**config.mk**
```make
export PLATFORM = sky130hd
export DESIGN_NAME = hazard_stall_unit_flat
export DESIGN_NICKNAME = d
export VERILOG_FILES = /design/src/rtl/hazard_stall_unit_pkg.sv /design/src/rtl/hazard_stall_unit_if.sv /design/src/rtl/hazard_stall_unit_perf_counter.sv /design/src/rtl/hazard_stall_unit.sv /design/src/flat_wrapper.sv
export SDC_FILE = /design/constraint.sdc
export NUM_CORES = 1
export LEC_CHECK = 0
export CAP_MARGIN = 20
export CORE_ASPECT_RATIO = 0.6
export CORE_UTILIZATION = 25
export DETAILED_ROUTE_END_ITERATION = 10
export SLEW_MARGIN = 20
export SYNTH_ARGS = -nofsm -noshare
export SYNTH_HDL_FRONTEND = slang
export SYNTH_HIERARCHICAL = 1
export SYNTH_SLANG_ARGS = --single-unit
```
**constraint.sdc**
```tcl
create_clock -name clk -period 3.3 [get_ports clk]
set_clock_uncertainty 0.15 [all_clocks]
set_input_delay 0.495 -clock clk [delete_from_list [all_inputs] [get_ports clk]]
set_output_delay 0.495 -clock clk [all_outputs]
set_load 0.02 [all_outputs]
```
**src/rtl/hazard_stall_unit_pkg.sv**
```systemverilog
// Shared types and helpers for the hazard/stall unit: pipeline slot bus, stall bus, FSM states.
package hazard_stall_unit_pkg;

    localparam int REG_AW      = 5;
    localparam int MEM_OP_BITS = 4;

    // Loads carry a 1 in the op MSB; stores carry 01 in the top two bits.
    localparam logic       LOAD_PRFX  = 1'b1;
    localparam logic [1:0] STORE_PRFX = 2'b01;

    localparam logic [MEM_OP_BITS-1:0] MEM_NONE = 4'b0000;
    localparam logic [MEM_OP_BITS-1:0] MEM_LW   = 4'b1010;
    localparam logic [MEM_OP_BITS-1:0] MEM_SW   = 4'b0110;

    typedef struct packed {
        logic [REG_AW-1:0]      rs1;
        logic [REG_AW-1:0]      rs2;
        logic [REG_AW-1:0]      rd;
        logic                   rf_wr_en;
        logic [MEM_OP_BITS-1:0] mem_op;
    } pipeline_bus_t;

    typedef struct packed {
        logic pc_stall;
        logic ifid_stall;
        logic idex_bubble;
        logic idex_stall;
        logic exmem_stall;
        logic ifid_flush;
    } stall_bus_t;

    typedef enum logic [1:0] {
        HZ_IDLE,
        HZ_LU_STALL,
        HZ_MEM_WAIT
    } hz_state_t;

    function automatic logic is_load(input logic [MEM_OP_BITS-1:0] op);
        return op[MEM_OP_BITS-1] == LOAD_PRFX;
    endfunction

    function automatic logic is_store(input logic [MEM_OP_BITS-1:0] op);
        return op[MEM_OP_BITS-1 -: 2] == STORE_PRFX;
    endfunction

endpackage

```
**src/rtl/hazard_stall_unit_if.sv**
```systemverilog
// ID/EX/MEM slot view into the hazard unit and its stall/counter results.
interface hazard_stall_unit_if
    import hazard_stall_unit_pkg::*;
#(
    parameter int CNT_W = 32
);
    pipeline_bus_t    id_bus_i;
    pipeline_bus_t    ex_bus_i;
    pipeline_bus_t    mem_bus_i;
    logic             id_valid_i;
    logic             ex_valid_i;
    logic             mem_valid_i;
    logic             dmem_ready_i;
    logic             br_flush_i;
    stall_bus_t       stall_o;
    logic [CNT_W-1:0] lu_stall_cnt_o;
    logic [CNT_W-1:0] mem_stall_cnt_o;
    logic             mem_timeout_o;

    modport master (
        output id_bus_i, ex_bus_i, mem_bus_i, id_valid_i, ex_valid_i, mem_valid_i,
               dmem_ready_i, br_flush_i,
        input  stall_o, lu_stall_cnt_o, mem_stall_cnt_o, mem_timeout_o
    );

    modport slave (
        input  id_bus_i, ex_bus_i, mem_bus_i, id_valid_i, ex_valid_i, mem_valid_i,
               dmem_ready_i, br_flush_i,
        output stall_o, lu_stall_cnt_o, mem_stall_cnt_o, mem_timeout_o
    );
endinterface

```
**src/rtl/hazard_stall_unit_perf_counter.sv**
```systemverilog
// Free-running wrapping event counter with enable.
module hz_perf_counter #(
    parameter int CNT_W = 32
) (
    input  logic             clk,
    input  logic             rst,
    input  logic             i_en,
    output logic [CNT_W-1:0] o_cnt
);
    logic [CNT_W-1:0] r_cnt;

    always_ff @(posedge clk or posedge rst) begin
        if (rst)       r_cnt <= '0;
        else if (i_en) r_cnt <= r_cnt + CNT_W'(1);
    end

    assign o_cnt = r_cnt;
endmodule

```
**src/rtl/hazard_stall_unit.sv**
```systemverilog
// Pipeline hazard/stall unit: load-use stalls, dmem-wait freeze, taken-branch flush,
// plus stall performance counters and a sticky dmem timeout flag.
module hazard_stall_unit
    import hazard_stall_unit_pkg::*;
#(
    parameter int LU_STALL_CYCLES = 1,
    parameter int MEM_TIMEOUT     = 64,
    parameter int CNT_W           = 32
) (
    input  logic               clk,
    input  logic               rst,
    hazard_stall_unit_if.slave hz
);
    localparam int                LU_W     = 3;
    localparam int                WAIT_W   = $clog2(MEM_TIMEOUT + 1);
    localparam logic [LU_W-1:0]   LU_INIT  = LU_W'(LU_STALL_CYCLES - 1);
    localparam logic [WAIT_W-1:0] WAIT_MAX = WAIT_W'(MEM_TIMEOUT);

    hz_state_t         r_state, w_state_nxt;
    logic [LU_W-1:0]   r_lu_cnt, w_lu_cnt_nxt;
    logic [WAIT_W-1:0] r_wait_cnt;
    logic              r_timeout;
    logic              w_lu, w_mw, w_mem_hold, w_lu_hold;
    logic              w_lu_stall_en, w_mem_stall_en;
    stall_bus_t        w_stall;
    logic [CNT_W-1:0]  w_lu_stall_cnt, w_mem_stall_cnt;
    logic              w_unused;

    assign w_lu = hz.ex_valid_i && hz.id_valid_i
               && is_load(hz.ex_bus_i.mem_op) && hz.ex_bus_i.rf_wr_en
               && (hz.ex_bus_i.rd != '0)
               && (hz.ex_bus_i.rd == hz.id_bus_i.rs1 || hz.ex_bus_i.rd == hz.id_bus_i.rs2);

    assign w_mw = hz.mem_valid_i && !hz.dmem_ready_i
               && (is_load(hz.mem_bus_i.mem_op) || is_store(hz.mem_bus_i.mem_op));

    // The cycle ready is seen completes the access, so the freeze drops in that same cycle.
    assign w_mem_hold = w_mw || (r_state == HZ_MEM_WAIT && !hz.dmem_ready_i);
    assign w_lu_hold  = w_lu || (r_state == HZ_LU_STALL);

    always_ff @(posedge clk or posedge rst) begin
        if (rst) begin
            r_state  <= HZ_IDLE;
            r_lu_cnt <= '0;
        end else begin
            r_state  <= w_state_nxt;
            r_lu_cnt <= w_lu_cnt_nxt;
        end
    end

    always_comb begin
        w_state_nxt  = r_state;
        w_lu_cnt_nxt = r_lu_cnt;
        case (r_state)
            HZ_IDLE: begin
                if (w_mw) begin
                    w_state_nxt = HZ_MEM_WAIT;
                end else if (!hz.br_flush_i && w_lu && LU_STALL_CYCLES > 1) begin
                    w_state_nxt  = HZ_LU_STALL;
                    w_lu_cnt_nxt = LU_INIT;
                end
            end
            HZ_LU_STALL: begin
                // Remaining lu_cnt is preserved across a memory wait and resumed after it.
                if (w_mw) begin
                    w_state_nxt = HZ_MEM_WAIT;
                end else if (hz.br_flush_i || r_lu_cnt <= LU_W'(1)) begin
                    w_state_nxt  = HZ_IDLE;
                    w_lu_cnt_nxt = '0;
                end else begin
                    w_lu_cnt_nxt = r_lu_cnt - LU_W'(1);
                end
            end
            HZ_MEM_WAIT: begin
                if (hz.dmem_ready_i) w_state_nxt = (r_lu_cnt != '0) ? HZ_LU_STALL : HZ_IDLE;
            end
            default: begin
                w_state_nxt  = HZ_IDLE;
                w_lu_cnt_nxt = '0;
            end
        endcase
    end

    always_comb begin
        w_stall        = '0;
        w_mem_stall_en = 1'b0;
        w_lu_stall_en  = 1'b0;
        if (!rst) begin
            if (w_mem_hold) begin
                // A branch in EX is held too and re-asserts once memory frees up.
                w_stall.pc_stall    = 1'b1;
                w_stall.ifid_stall  = 1'b1;
                w_stall.idex_stall  = 1'b1;
                w_stall.exmem_stall = 1'b1;
                w_mem_stall_en      = 1'b1;
            end else if (hz.br_flush_i) begin
                w_stall.ifid_flush  = 1'b1;
                w_stall.idex_bubble = 1'b1;
            end else if (w_lu_hold) begin
                w_stall.pc_stall    = 1'b1;
                w_stall.ifid_stall  = 1'b1;
                w_stall.idex_bubble = 1'b1;
                w_lu_stall_en       = 1'b1;
            end
        end
    end

    // Wait length counts every frozen cycle, including the one that enters MEM_WAIT.
    always_ff @(posedge clk or posedge rst) begin
        if (rst) begin
            r_wait_cnt <= '0;
            r_timeout  <= 1'b0;
        end else begin
            if (!w_mem_hold)                r_wait_cnt <= '0;
            else if (r_wait_cnt != WAIT_MAX) r_wait_cnt <= r_wait_cnt + WAIT_W'(1);
            if (w_mem_hold && r_wait_cnt == WAIT_MAX - WAIT_W'(1)) r_timeout <= 1'b1;
        end
    end

    hz_perf_counter #(.CNT_W(CNT_W)) u_lu_cnt (
        .clk   (clk),
        .rst   (rst),
        .i_en  (w_lu_stall_en),
        .o_cnt (w_lu_stall_cnt)
    );

    hz_perf_counter #(.CNT_W(CNT_W)) u_mem_cnt (
        .clk   (clk),
        .rst   (rst),
        .i_en  (w_mem_stall_en),
        .o_cnt (w_mem_stall_cnt)
    );

    assign hz.stall_o         = w_stall;
    assign hz.lu_stall_cnt_o  = w_lu_stall_cnt;
    assign hz.mem_stall_cnt_o = w_mem_stall_cnt;
    assign hz.mem_timeout_o   = r_timeout;

    assign w_unused = ^{hz.id_bus_i.rd, hz.id_bus_i.rf_wr_en, hz.id_bus_i.mem_op,
                        hz.ex_bus_i.rs1, hz.ex_bus_i.rs2,
                        hz.mem_bus_i.rs1, hz.mem_bus_i.rs2, hz.mem_bus_i.rd,
                        hz.mem_bus_i.rf_wr_en};
endmodule

```
**src/flat_wrapper.sv**
```systemverilog
// flat-port wrapper written by rule: the top's interface ports become plain ports
module hazard_stall_unit_flat import hazard_stall_unit_pkg::*;
#(
    parameter int LU_STALL_CYCLES = 1,
    parameter int MEM_TIMEOUT     = 64,
    parameter int CNT_W           = 32
)
  (clk, rst, hz_id_bus_i, hz_ex_bus_i, hz_mem_bus_i, hz_id_valid_i, hz_ex_valid_i, hz_mem_valid_i, hz_dmem_ready_i, hz_br_flush_i, hz_stall_o, hz_lu_stall_cnt_o, hz_mem_stall_cnt_o, hz_mem_timeout_o);
  hazard_stall_unit_if #(.CNT_W(CNT_W)) hz_i ();
  input  logic clk;
  input  logic rst;
  input wire logic [$bits(hz_i.id_bus_i)-1:0] hz_id_bus_i;
  input wire logic [$bits(hz_i.ex_bus_i)-1:0] hz_ex_bus_i;
  input wire logic [$bits(hz_i.mem_bus_i)-1:0] hz_mem_bus_i;
  input wire logic [$bits(hz_i.id_valid_i)-1:0] hz_id_valid_i;
  input wire logic [$bits(hz_i.ex_valid_i)-1:0] hz_ex_valid_i;
  input wire logic [$bits(hz_i.mem_valid_i)-1:0] hz_mem_valid_i;
  input wire logic [$bits(hz_i.dmem_ready_i)-1:0] hz_dmem_ready_i;
  input wire logic [$bits(hz_i.br_flush_i)-1:0] hz_br_flush_i;
  output wire logic [$bits(hz_i.stall_o)-1:0] hz_stall_o;
  output wire logic [$bits(hz_i.lu_stall_cnt_o)-1:0] hz_lu_stall_cnt_o;
  output wire logic [$bits(hz_i.mem_stall_cnt_o)-1:0] hz_mem_stall_cnt_o;
  output wire logic [$bits(hz_i.mem_timeout_o)-1:0] hz_mem_timeout_o;
  assign hz_i.id_bus_i = hz_id_bus_i;
  assign hz_i.ex_bus_i = hz_ex_bus_i;
  assign hz_i.mem_bus_i = hz_mem_bus_i;
  assign hz_i.id_valid_i = hz_id_valid_i;
  assign hz_i.ex_valid_i = hz_ex_valid_i;
  assign hz_i.mem_valid_i = hz_mem_valid_i;
  assign hz_i.dmem_ready_i = hz_dmem_ready_i;
  assign hz_i.br_flush_i = hz_br_flush_i;
  assign hz_stall_o = hz_i.stall_o;
  assign hz_lu_stall_cnt_o = hz_i.lu_stall_cnt_o;
  assign hz_mem_stall_cnt_o = hz_i.mem_stall_cnt_o;
  assign hz_mem_timeout_o = hz_i.mem_timeout_o;
  hazard_stall_unit #(.LU_STALL_CYCLES(LU_STALL_CYCLES), .MEM_TIMEOUT(MEM_TIMEOUT), .CNT_W(CNT_W)) u_core (.clk(clk), .rst(rst), .hz(hz_i));
endmodule
```
==> results.sh, run 1 <==
export IMPL_die_area_mm2=0.0163
export IMPL_worstHoldEndpoint="u_core/hz.mem_timeout_o"
export IMPL_r2r_start="u_core/r_state[1]"
export IMPL_num_nets_final=541
export IMPL_cts_hold_buffers=0
export IMPL_numCtsBuffers=9
export IMPL_pwr_share_clk_pct=43.5
export IMPL_worstMarginPinSlew_ns=0.791
export IMPL_synth_ff_type="dfrtp_1"
export IMPL_synthCells=353
export IMPL_leakagePower_nw=2.53
export IMPL_ff2ff_setup_slack_ns=0.45
export IMPL_wl_per_cell_um=13.5
export IMPL_drv_cap=0
export IMPL_clk_latency_ns=0.33
export IMPL_hold_path_depth=1
export IMPL_syn_area_mm2=0.00395
export IMPL_period_share_pct=97.6
export IMPL_antenna_found_initial=0
export IMPL_crit_arrival_ns=2.57
export IMPL_ir_drop_uv=294
export IMPL_dp_hpwl_mm=6.87
export IMPL_drt_iter0_drc=131
export IMPL_ioPinCount=138
export IMPL_finalSetupViolCount=0
export IMPL_required_ns=2.65
export IMPL_synthSimpleGateAreaFrac_pct=25.0
export IMPL_cts_tree="built"
export IMPL_drive_gt1_share_pct=12.3
export IMPL_tns_ns=0
export IMPL_wirelength_mm=9.12
export IMPL_rr_endpoint="u_core/u_lu_cnt/o_cnt[26]"
export IMPL_grt_met3_usage_pct=3.25
export IMPL_hold_ws_ns=0.313
export IMPL_cts_root_buf="clkbuf_16"
export IMPL_cts_sinks=77
export IMPL_hp_start="u_core/hz.mem_timeout_o"
export IMPL_gr_total_overflow=0
export IMPL_coreArea_mm2=0.0154
export IMPL_seq_area_frac_synth_pct=48.8
export IMPL_clockBufferDepth=2
export IMPL_synth_cell_types=48
export IMPL_synthMuxAreaShare_pct=0.824
export IMPL_mostFrequentLayoutCell="clkdlybuf4s50_1"
export IMPL_critPathMaxFanout=3
export IMPL_r2r_cells=8
export IMPL_ys_warn_count=6
export IMPL_clk_pin_slew_ns=0.06
export IMPL_areaGrowthSynthToFinish_pct=40.0
export IMPL_grt_pass1_wl_mm=15.1
export IMPL_synth_compound_area_share_pct=3.58
export IMPL_p_seq_share_pct=44.9
export IMPL_vias=3043
export IMPL_rows=35
export IMPL_crit_path_start_kind="input pin"
export IMPL_htreeDepth=3
export IMPL_swShare_pct=24.1
export IMPL_grt_pass1_vias=2934
export IMPL_vias_per_cell=4.51
export IMPL_synth_xor_area_share_pct=17.1
export IMPL_grt_max_degree=33
export IMPL_final_cell_mix="clkdlybuf4s50_1 (94), dfrtp_1 (77), xor2_1 (49)"
export IMPL_gr_usage_all_layers_pct=11.7
export IMPL_async_flop_share_pct=100
export IMPL_synth_avg_cell_area_um2=11.2
export IMPL_p_comb_share_pct=11.6
export IMPL_slew_headroom_pct=47.2
export IMPL_ys_ff_latch=77
export IMPL_die_w_um=164
export IMPL_antenna_cells=0
export IMPL_top_usage_layer="met2"
export IMPL_io_buffer_count=96
export IMPL_status="finished, final reports clean"
export IMPL_fillers=1509
export IMPL_use_met2_pct=17.3
export IMPL_p_switching_w=0.000552
export IMPL_synth_fp_nets=427
export IMPL_hold_viol=0
export IMPL_start_util_pct=25.7
export IMPL_drt_first_pass_iters=6
export IMPL_die_h_um=99.4
export IMPL_critPathKind="in -> out"
export IMPL_synth_top_family_by_area="simple AND/OR/NAND/NOR gates"
export IMPL_crit_path_end_kind="primary output"
export IMPL_period_minus_slack_ns=3.22
export IMPL_power_density_mw_per_mm2=413
export IMPL_ant_nets=0
export IMPL_max_freq_ghz=0.311
export IMPL_gr_usage_met1_pct=16.7
export IMPL_drc_errors=0
export IMPL_p_int_w=0.00173
export IMPL_rsz0062_at_grt="false"
export IMPL_synth_edf_count=0
export IMPL_synthAdderAreaFrac_pct=2.22
export IMPL_globalplace_congestion=0.751
export IMPL_hp_class="reg -> reg"
export IMPL_drv_slew=0
==> per-layer routing <==
layer  wire length [µm]  part of all wire [%]
met5                  0                     0
met4                 78                  0.86
met3                461                   5.1
met2               3950                    43
met1               4630                    51
==> synthesized netlist by cell type (5+ instances only) <==
master,number,area share [%]
and2_1,5,0.79
and3_1,8,1.3
and4_1,7,1.6
dfrtp_1,77,49
ha_1,7,2.2
inv_1,12,1.1
nand2_1,27,2.6
nand3_1,19,2.4
nand4_1,8,1.3
nor2_1,22,2.1
nor3_1,14,1.8
nor3b_1,5,0.95
nor4_1,7,1.1
xnor2_1,28,6.2
xor2_1,49,11
==> area by class of cell <==
cell class,instances,area [µm²],share of cell area [%]
Clock buffer,11,253,4.57
Clock inverter,4,47.5,0.860
Inverter,12,45.0,0.815
Multi-Input combinational cell,257,1930,34.9
Sequential cell,77,1930,34.9
Tap cell,203,254,4.60
Timing Repair Buffer,110,1070,19.4
==> what timing repair did <==
action,CTS,global route
resized for setup,2,2
buffers inserted,0,0
endpoints found under the setup margin,2,2
==> critical path, cell delays in order <==
cell,delay (ns)
clkdlybuf4s50_1,0.47
or4_1,0.54
o21ai_1,0.28
or3_2,0.17
o32ai_1,0.06
clkdlybuf4s50_1,0.56
==> metrics by stage <==
step	total power [W]	util [%]	std cells	setup WS [ns]	instance area, µm²
after CTS	0.00232	35.9	674	0.0355	5520
after floorplan	0.00116	-	353	0.544	3950
final	0.00228	36.0	674	0.0800	5530
after detailed placement	0.00131	33.9	659	-0.0473	5210
after global routing	0.00239	36.0	674	0.0249	5530
after global placement	0.00130	33.9	659	0.0221	5210
==> sequential cells by signal, indices dropped and copies added (netlist names) <==
register	cells
u_core/u_lu_cnt/o_cnt	32
u_core/r_state	2
u_core/r_wait_cnt	7
u_core/u_mem_cnt/o_cnt	32
u_core/hz.mem_timeout_o	1
u_core/r_lu_cnt	3
==> worst max-delay path by stage <==
| stage | start | cells past startpoint | end | slack, ns |
|---|---|---|---|---|
| after floorplan | hz_mem_bus_i[2] | 8 | u_core/u_lu_cnt/o_cnt[25] | 0.54 |
| after global placement | hz_ex_bus_i[7] | 7 | hz_stall_o[4] | 0.02 |
| after detailed placement | hz_dmem_ready_i | 9 | u_core/u_lu_cnt/o_cnt[25] | -0.05 |
| after CTS | hz_ex_bus_i[7] | 7 | hz_stall_o[5] | 0.04 |
| after global routing | hz_ex_bus_i[6] | 6 | hz_stall_o[3] | 0.02 |
| final | hz_ex_bus_i[6] | 6 | hz_stall_o[3] | 0.08 |
==> cell families (layout without fill, tap and decap cells) <==
group	Yosys count	in the layout
AO/OA/AOI/OAI	18	18
buffers and inverters	19	137
multiplexers	3	3
AND/OR/NAND/NOR	152	152
XOR/XNOR	77	77
flip-flops	77	77
adder cells (fa/ha/maj)	7	7
==> power groups by stage <==
stage,Sequential (W),Clock (W),Combinational [W]
finish,0.00103,0.000994,0.000264
floorplan,0.00107,0,0.0000936
CTS,0.00103,0.00103,0.000268
detailed placement,0.00104,0,0.000265
global route,0.00103,0.00107,0.000284
global placement,0.00104,0,0.000260
(Power assumes the default switching activity.)
==> run 2: changes to the inputs <==
==> constraint.sdc (replaced) <==
create_clock -name clk -period 3.3 [get_ports clk]
set_clock_uncertainty 0.15 [all_clocks]
set_input_delay 0.66 -clock clk [delete_from_list [all_inputs] [get_ports clk]]
set_output_delay 0.66 -clock clk [all_outputs]
set_load 0.02 [all_outputs]
==> run 2 against run 1 <==
Net effect:
- cell area rose by 0.86%
- wire length rose by 1.7%
- final cell count rose by 1.6%
- clock-buffer cell count fell by 2
- die area did not move
- setup slack improved by 0.0060 ns
- sequential power barely moved
- clock power fell by 10%
- core utilization rose by 0.31 points
- total power fell by 4.3%
==> results.sh, run 2 (synthesized netlist as in run 1, its figures left out) <==
export IMPL_dpl_cell_count=669
export IMPL_globalplace_congestion=0.756
export IMPL_finalSetupViolCount=0
export IMPL_slew_headroom_pct=70.8
export IMPL_gr_usage_all_layers_pct=12.3
export IMPL_io_buffer_count=96
export IMPL_period_share_pct=97.4
export IMPL_status="finished, final reports clean"
export IMPL_areaGrowthSynthToFinish_pct=41.2
export IMPL_mostFrequentLayoutCell="clkdlybuf4s50_1"
export IMPL_required_ns=2.49
export IMPL_drv_slew=0
export IMPL_worstMarginPinSlew_ns=0.434
export IMPL_crit_path_start_kind="input pin"
export IMPL_htreeDepth=3
export IMPL_die_h_um=99.4
export IMPL_post_place_ws_ns=-0.316
export IMPL_tns_ns=0
export IMPL_ant_nets=0
export IMPL_rsz0062_at_grt="false"
export IMPL_gr_total_overflow=0
export IMPL_drc_errors=0
export IMPL_fin_util_pct=36.3
export IMPL_num_nets_final=551
export IMPL_drv_cap=0
export IMPL_drt_iter0_drc=138
export IMPL_coreArea_mm2=0.0154
export IMPL_dp_hpwl_mm=6.94
export IMPL_drt_first_pass_iters=4
export IMPL_period_minus_slack_ns=3.21
export IMPL_grt_pass1_wl_mm=15.8
export IMPL_cts_hold_buffers=0
export IMPL_numCtsBuffers=9
export IMPL_grt_pass1_vias=3024
export IMPL_ioPinCount=138
export IMPL_cts_tree="built"
export IMPL_cts_root_buf="clkbuf_16"
export IMPL_crit_path_end_kind="primary output"
export IMPL_drive_gt1_share_pct=15.6
export IMPL_hold_viol=0
export IMPL_vias=3028
export IMPL_die_area_mm2=0.0163
export IMPL_clk_latency_ns=0.33
export IMPL_critPathKind="in -> out"
export IMPL_final_cell_mix="clkdlybuf4s50_1 (90), dfrtp_1 (77), xor2_1 (49)"
export IMPL_antenna_cells=0
export IMPL_critPathMaxFanout=5
export IMPL_crit_arrival_ns=2.40
export IMPL_power_density_mw_per_mm2=392
export IMPL_rows=35
export IMPL_hold_path_depth=1
export IMPL_die_w_um=164
export IMPL_stdcell_count=685
export IMPL_antenna_found_initial=0
export IMPL_grt_max_degree=33
export IMPL_clk_pin_slew_ns=0.06
export IMPL_vias_per_cell=4.42
export IMPL_cts_sinks=77
export IMPL_clockBufferDepth=2
export IMPL_fin_ws_ns=0.0860
export IMPL_start_util_pct=25.7
export IMPL_wirelength_mm=9.27
export IMPL_r2r_cells=8
export IMPL_ir_drop_uv=309
export IMPL_wl_per_cell_um=13.5
export IMPL_hp_class="reg -> reg"
export IMPL_max_freq_ghz=0.311
export IMPL_leakagePower_nw=2.56
[run 2: path summary, 6_finish.rpt]
check	start	to	slack, ns
setup / recovery	hz_dmem_ready_i	hz_stall_o[3]	0.09
hold reg to reg	u_core/hz.mem_timeout_o	u_core/hz.mem_timeout_o	0.32
setup reg to reg	u_core/r_state[1]	u_core/u_lu_cnt/o_cnt[30]	0.49
min in group asynchronous	rst	u_core/r_state[0]	0.76
hold / removal	u_core/hz.mem_timeout_o	u_core/hz.mem_timeout_o	0.32
max in group asynchronous	rst	u_core/u_mem_cnt/o_cnt[27]	1.85
[run 2: routing by layer]
metal / global-route usage (%) / up-vias / wire (µm)
met3: 3.21 / 7 / 398
met5: 0 / - / 0
met1: 17.4 / 1473 / 4700
met2: 18.2 / 69 / 4080
met4: 3.63 / 0 / 85
li1: - / 1479 / -
[run 2: final cells by class]
type | instances | area, µm²
fillers | 1481 | 9800
multi-input cells | 257 | 1950
flip-flops and latches | 77 | 1930
repair buffers | 120 | 1130
well taps | 203 | 254
clock buffers | 9 | 225
inverters | 12 | 45.0
clock inverters | 7 | 42.5
[run 2: repair_timing]
action / in CTS / in global routing
setup buffers: 0 / 0
gates resized for setup: 7 / 11
setup endpoints to repair: 5 / 6
[run 2: critical path, stage by stage]
cell and delay [ns]:
clkdlybuf4s50_1 0.51, nor3b_1 0.08, o21bai_4 0.20, or3_2 0.47
o32ai_1 0.13, dlygate4sd1_1 0.36
[run 2: where the power goes]
group	internal [W]	switching, W	leakage [nW]	total (W)
combinational	0.000140	0.000131	1.39	0.000270
sequential	0.000978	0.0000486	1.05	0.00103
clock	0.000503	0.000386	0.127	0.000890
[run 2: through the flow]
stage / power [W] / instance area (µm²) / hold slack, ns
after floorplan: 0.00116 / 3950 / 0.321
after global placement: 0.00131 / 5290 / 0.304
after detailed placement: 0.00132 / 5290 / 0.313
after CTS: 0.00222 / 5560 / 0.322
after global routing: 0.00230 / 5570 / 0.327
final: 0.00219 / 5570 / 0.316
==> run 3: changes to the inputs <==
--- a/config.mk
+++ b/config.mk
@@ -6,7 +6,7 @@
 export NUM_CORES = 1
 export LEC_CHECK = 0
 export CAP_MARGIN = 20
-export CORE_ASPECT_RATIO = 0.6
+export CORE_ASPECT_RATIO = 0.5
 export CORE_UTILIZATION = 25
 export DETAILED_ROUTE_END_ITERATION = 10
 export SLEW_MARGIN = 20
==> constraint.sdc (replaced) <==
create_clock -name clk -period 3.56 [get_ports clk]
set_clock_uncertainty 0.15 [all_clocks]
set_input_delay 0.712 -clock clk [delete_from_list [all_inputs] [get_ports clk]]
set_output_delay 0.712 -clock clk [all_outputs]
set_load 0.02 [all_outputs]
==> run 3 against run 2 <==
Net effect:
- the flow now finishes with violations (DRC)
- clock power up 7.0%
- clock-buffer cell count unchanged
- first-iteration DRC count decreased by 25%
- hold slack got worse by 0.0027 ns
- setup slack gained 0.047 ns
- critical path depth up 1
- highest routed layer unchanged
- combinational power shrank 9.3%
- die area about the same
- largest power group is now clock
- critical endpoint is now hz_stall_o[1]
- register-to-register slack better by 0.21 ns
- total power fell by 1.8%
==> results.sh, run 3 (synthesized netlist as in run 1, its figures left out) <==
export IMPL_crit_chain="clkdlybuf4s50_1, nand2b_2, buf_4, nor2_1, nor2_1, nor2_1, clkdlybuf4s50_1"
export IMPL_num_nets_final=543
export IMPL_dp_hpwl_mm=6.55
export IMPL_grt_pass1_vias=3031
export IMPL_gr_total_overflow=0
export IMPL_slew_headroom_pct=71.0
export IMPL_crit_top_cell="nor2_1"
export IMPL_period_minus_slack_ns=3.43
export IMPL_violations="DRC"
export IMPL_fillers=1519
export IMPL_fin_ws_ns=0.133
export IMPL_cts_tree="built"
export IMPL_mostFrequentLayoutCell="clkdlybuf4s50_1"
export IMPL_ant_nets=0
export IMPL_cts_sinks=77
export IMPL_die_area_mm2=0.0163
export IMPL_drc_errors=4
export IMPL_status="finished, violations left"
export IMPL_dpl_cell_count=662
export IMPL_finalSetupViolCount=0
export IMPL_coreArea_mm2=0.0154
export IMPL_grt_max_degree=33
export IMPL_post_place_ws_ns=-0.174
export IMPL_max_stage_delay_ns=0.65
export IMPL_die_h_um=90.9
export IMPL_drv_cap=0
export IMPL_hp_class="reg -> reg"
export IMPL_wl_per_cell_um=13.2
export IMPL_clk_latency_ns=0.34
export IMPL_leakagePower_nw=2.53
export IMPL_cts_hold_buffers=0
export IMPL_ir_drop_uv=220
export IMPL_clk_pin_slew_ns=0.06
export IMPL_period_share_pct=96.3
export IMPL_grt_pass1_wl_mm=15.3
export IMPL_hold_viol=0
export IMPL_antenna_cells=0
export IMPL_crit_path_start_kind="input pin"
export IMPL_gr_usage_all_layers_pct=11.7
export IMPL_hold_ws_ns=0.313
export IMPL_cts_root_buf="clkbuf_16"
export IMPL_drt_first_pass_iters=10
export IMPL_crit_path_end_kind="primary output"
export IMPL_crit_slowest_cell="clkdlybuf4s50_1"
export IMPL_critPathKind="in -> out"
export IMPL_drive_gt1_share_pct=12.9
export IMPL_tns_ns=0
export IMPL_critPathMaxFanout=3
export IMPL_numCtsBuffers=9
export IMPL_drt_iter0_drc=103
export IMPL_drv_slew=0
export IMPL_start_util_pct=25.6
export IMPL_globalplace_congestion=0.721
export IMPL_final_cell_mix="clkdlybuf4s50_1 (93), dfrtp_1 (77), xor2_1 (49)"
export IMPL_crit_arrival_ns=2.57
export IMPL_rows=32
export IMPL_max_freq_ghz=0.292
export IMPL_antenna_found_initial=0
export IMPL_htreeDepth=3
export IMPL_wirelength_mm=8.98
export IMPL_worstMarginPinSlew_ns=0.435
export IMPL_clockBufferDepth=2
export IMPL_vias=2944
export IMPL_required_ns=2.70
export IMPL_stdcell_count=678
export IMPL_rsz0062_at_grt="false"
export IMPL_io_buffer_count=96
export IMPL_areaGrowthSynthToFinish_pct=40.2
export IMPL_die_w_um=180
export IMPL_ioPinCount=138
export IMPL_vias_per_cell=4.34
export IMPL_fin_util_pct=35.9
export IMPL_power_density_mw_per_mm2=388
run 3: timing repair:
action	CTS	global route
setup endpoints to repair	3	2
gates resized for setup	4	1
setup buffers	0	0
pin swaps	0	0
run 3: through the flow:
step / power (W) / cell area, µm²
after floorplan: 0.00108 / 3950
after global placement: 0.00121 / 5230
after detailed placement: 0.00122 / 5230
after CTS: 0.00219 / 5530
after global routing: 0.00225 / 5540
final: 0.00215 / 5540
run 3: final timing paths:
kind | from | end | slack, ns | cells after the start
hold / removal | u_core/u_lu_cnt/o_cnt[31] | u_core/u_lu_cnt/o_cnt[31] | 0.31 | 1
setup reg to reg | u_core/r_state[1] | u_core/u_lu_cnt/o_cnt[30] | 0.70 | 8
hold reg to reg | u_core/u_lu_cnt/o_cnt[31] | u_core/u_lu_cnt/o_cnt[31] | 0.31 | 1
max in group asynchronous | rst | u_core/u_mem_cnt/o_cnt[26] | 2.05 | 4
min in group asynchronous | rst | u_core/u_lu_cnt/o_cnt[0] | 0.76 | 3
setup / recovery | hz_dmem_ready_i | hz_stall_o[1] | 0.13 | 7
run 3: per-layer routing:
layer | part of all wire, % | wire length, µm | global-route usage (%) | up-vias
met5 | 0 | 0 | 0 | -
met4 | 0.42 | 38 | 3.23 | 0
met3 | 2.7 | 242 | 3.23 | 4
met2 | 50 | 4490 | 19.8 | 28
met1 | 47 | 4210 | 14.7 | 1445
li1 | - | - | - | 1467
run 3: cell type report:
cell class	count	area [µm²]	share of cell area [%]
clock buffer	9	225	4.07
clock inverter	7	78.8	1.42
inverter	12	45.0	0.813
multi-input combinational	257	1930	34.8
sequential	77	1930	34.8
tap	204	255	4.61
timing repair buffer	112	1080	19.5
run 3: worst max-delay path, delay by kind of cell:
kind | cells | cell delay [ns]
buffers and inverters | 3 | 1.24
AND/OR/NAND/NOR | 4 | 0.62
run 3: report_power, final:
group	internal [W]	leakage, nW	total (W)	switching, W
clock network	0.000555	0.152	0.000952	0.000398
registers	0.000906	1.05	0.000949	0.0000429
logic	0.000126	1.33	0.000245	0.000119
total	0.00159	2.53	0.00215	0.000560
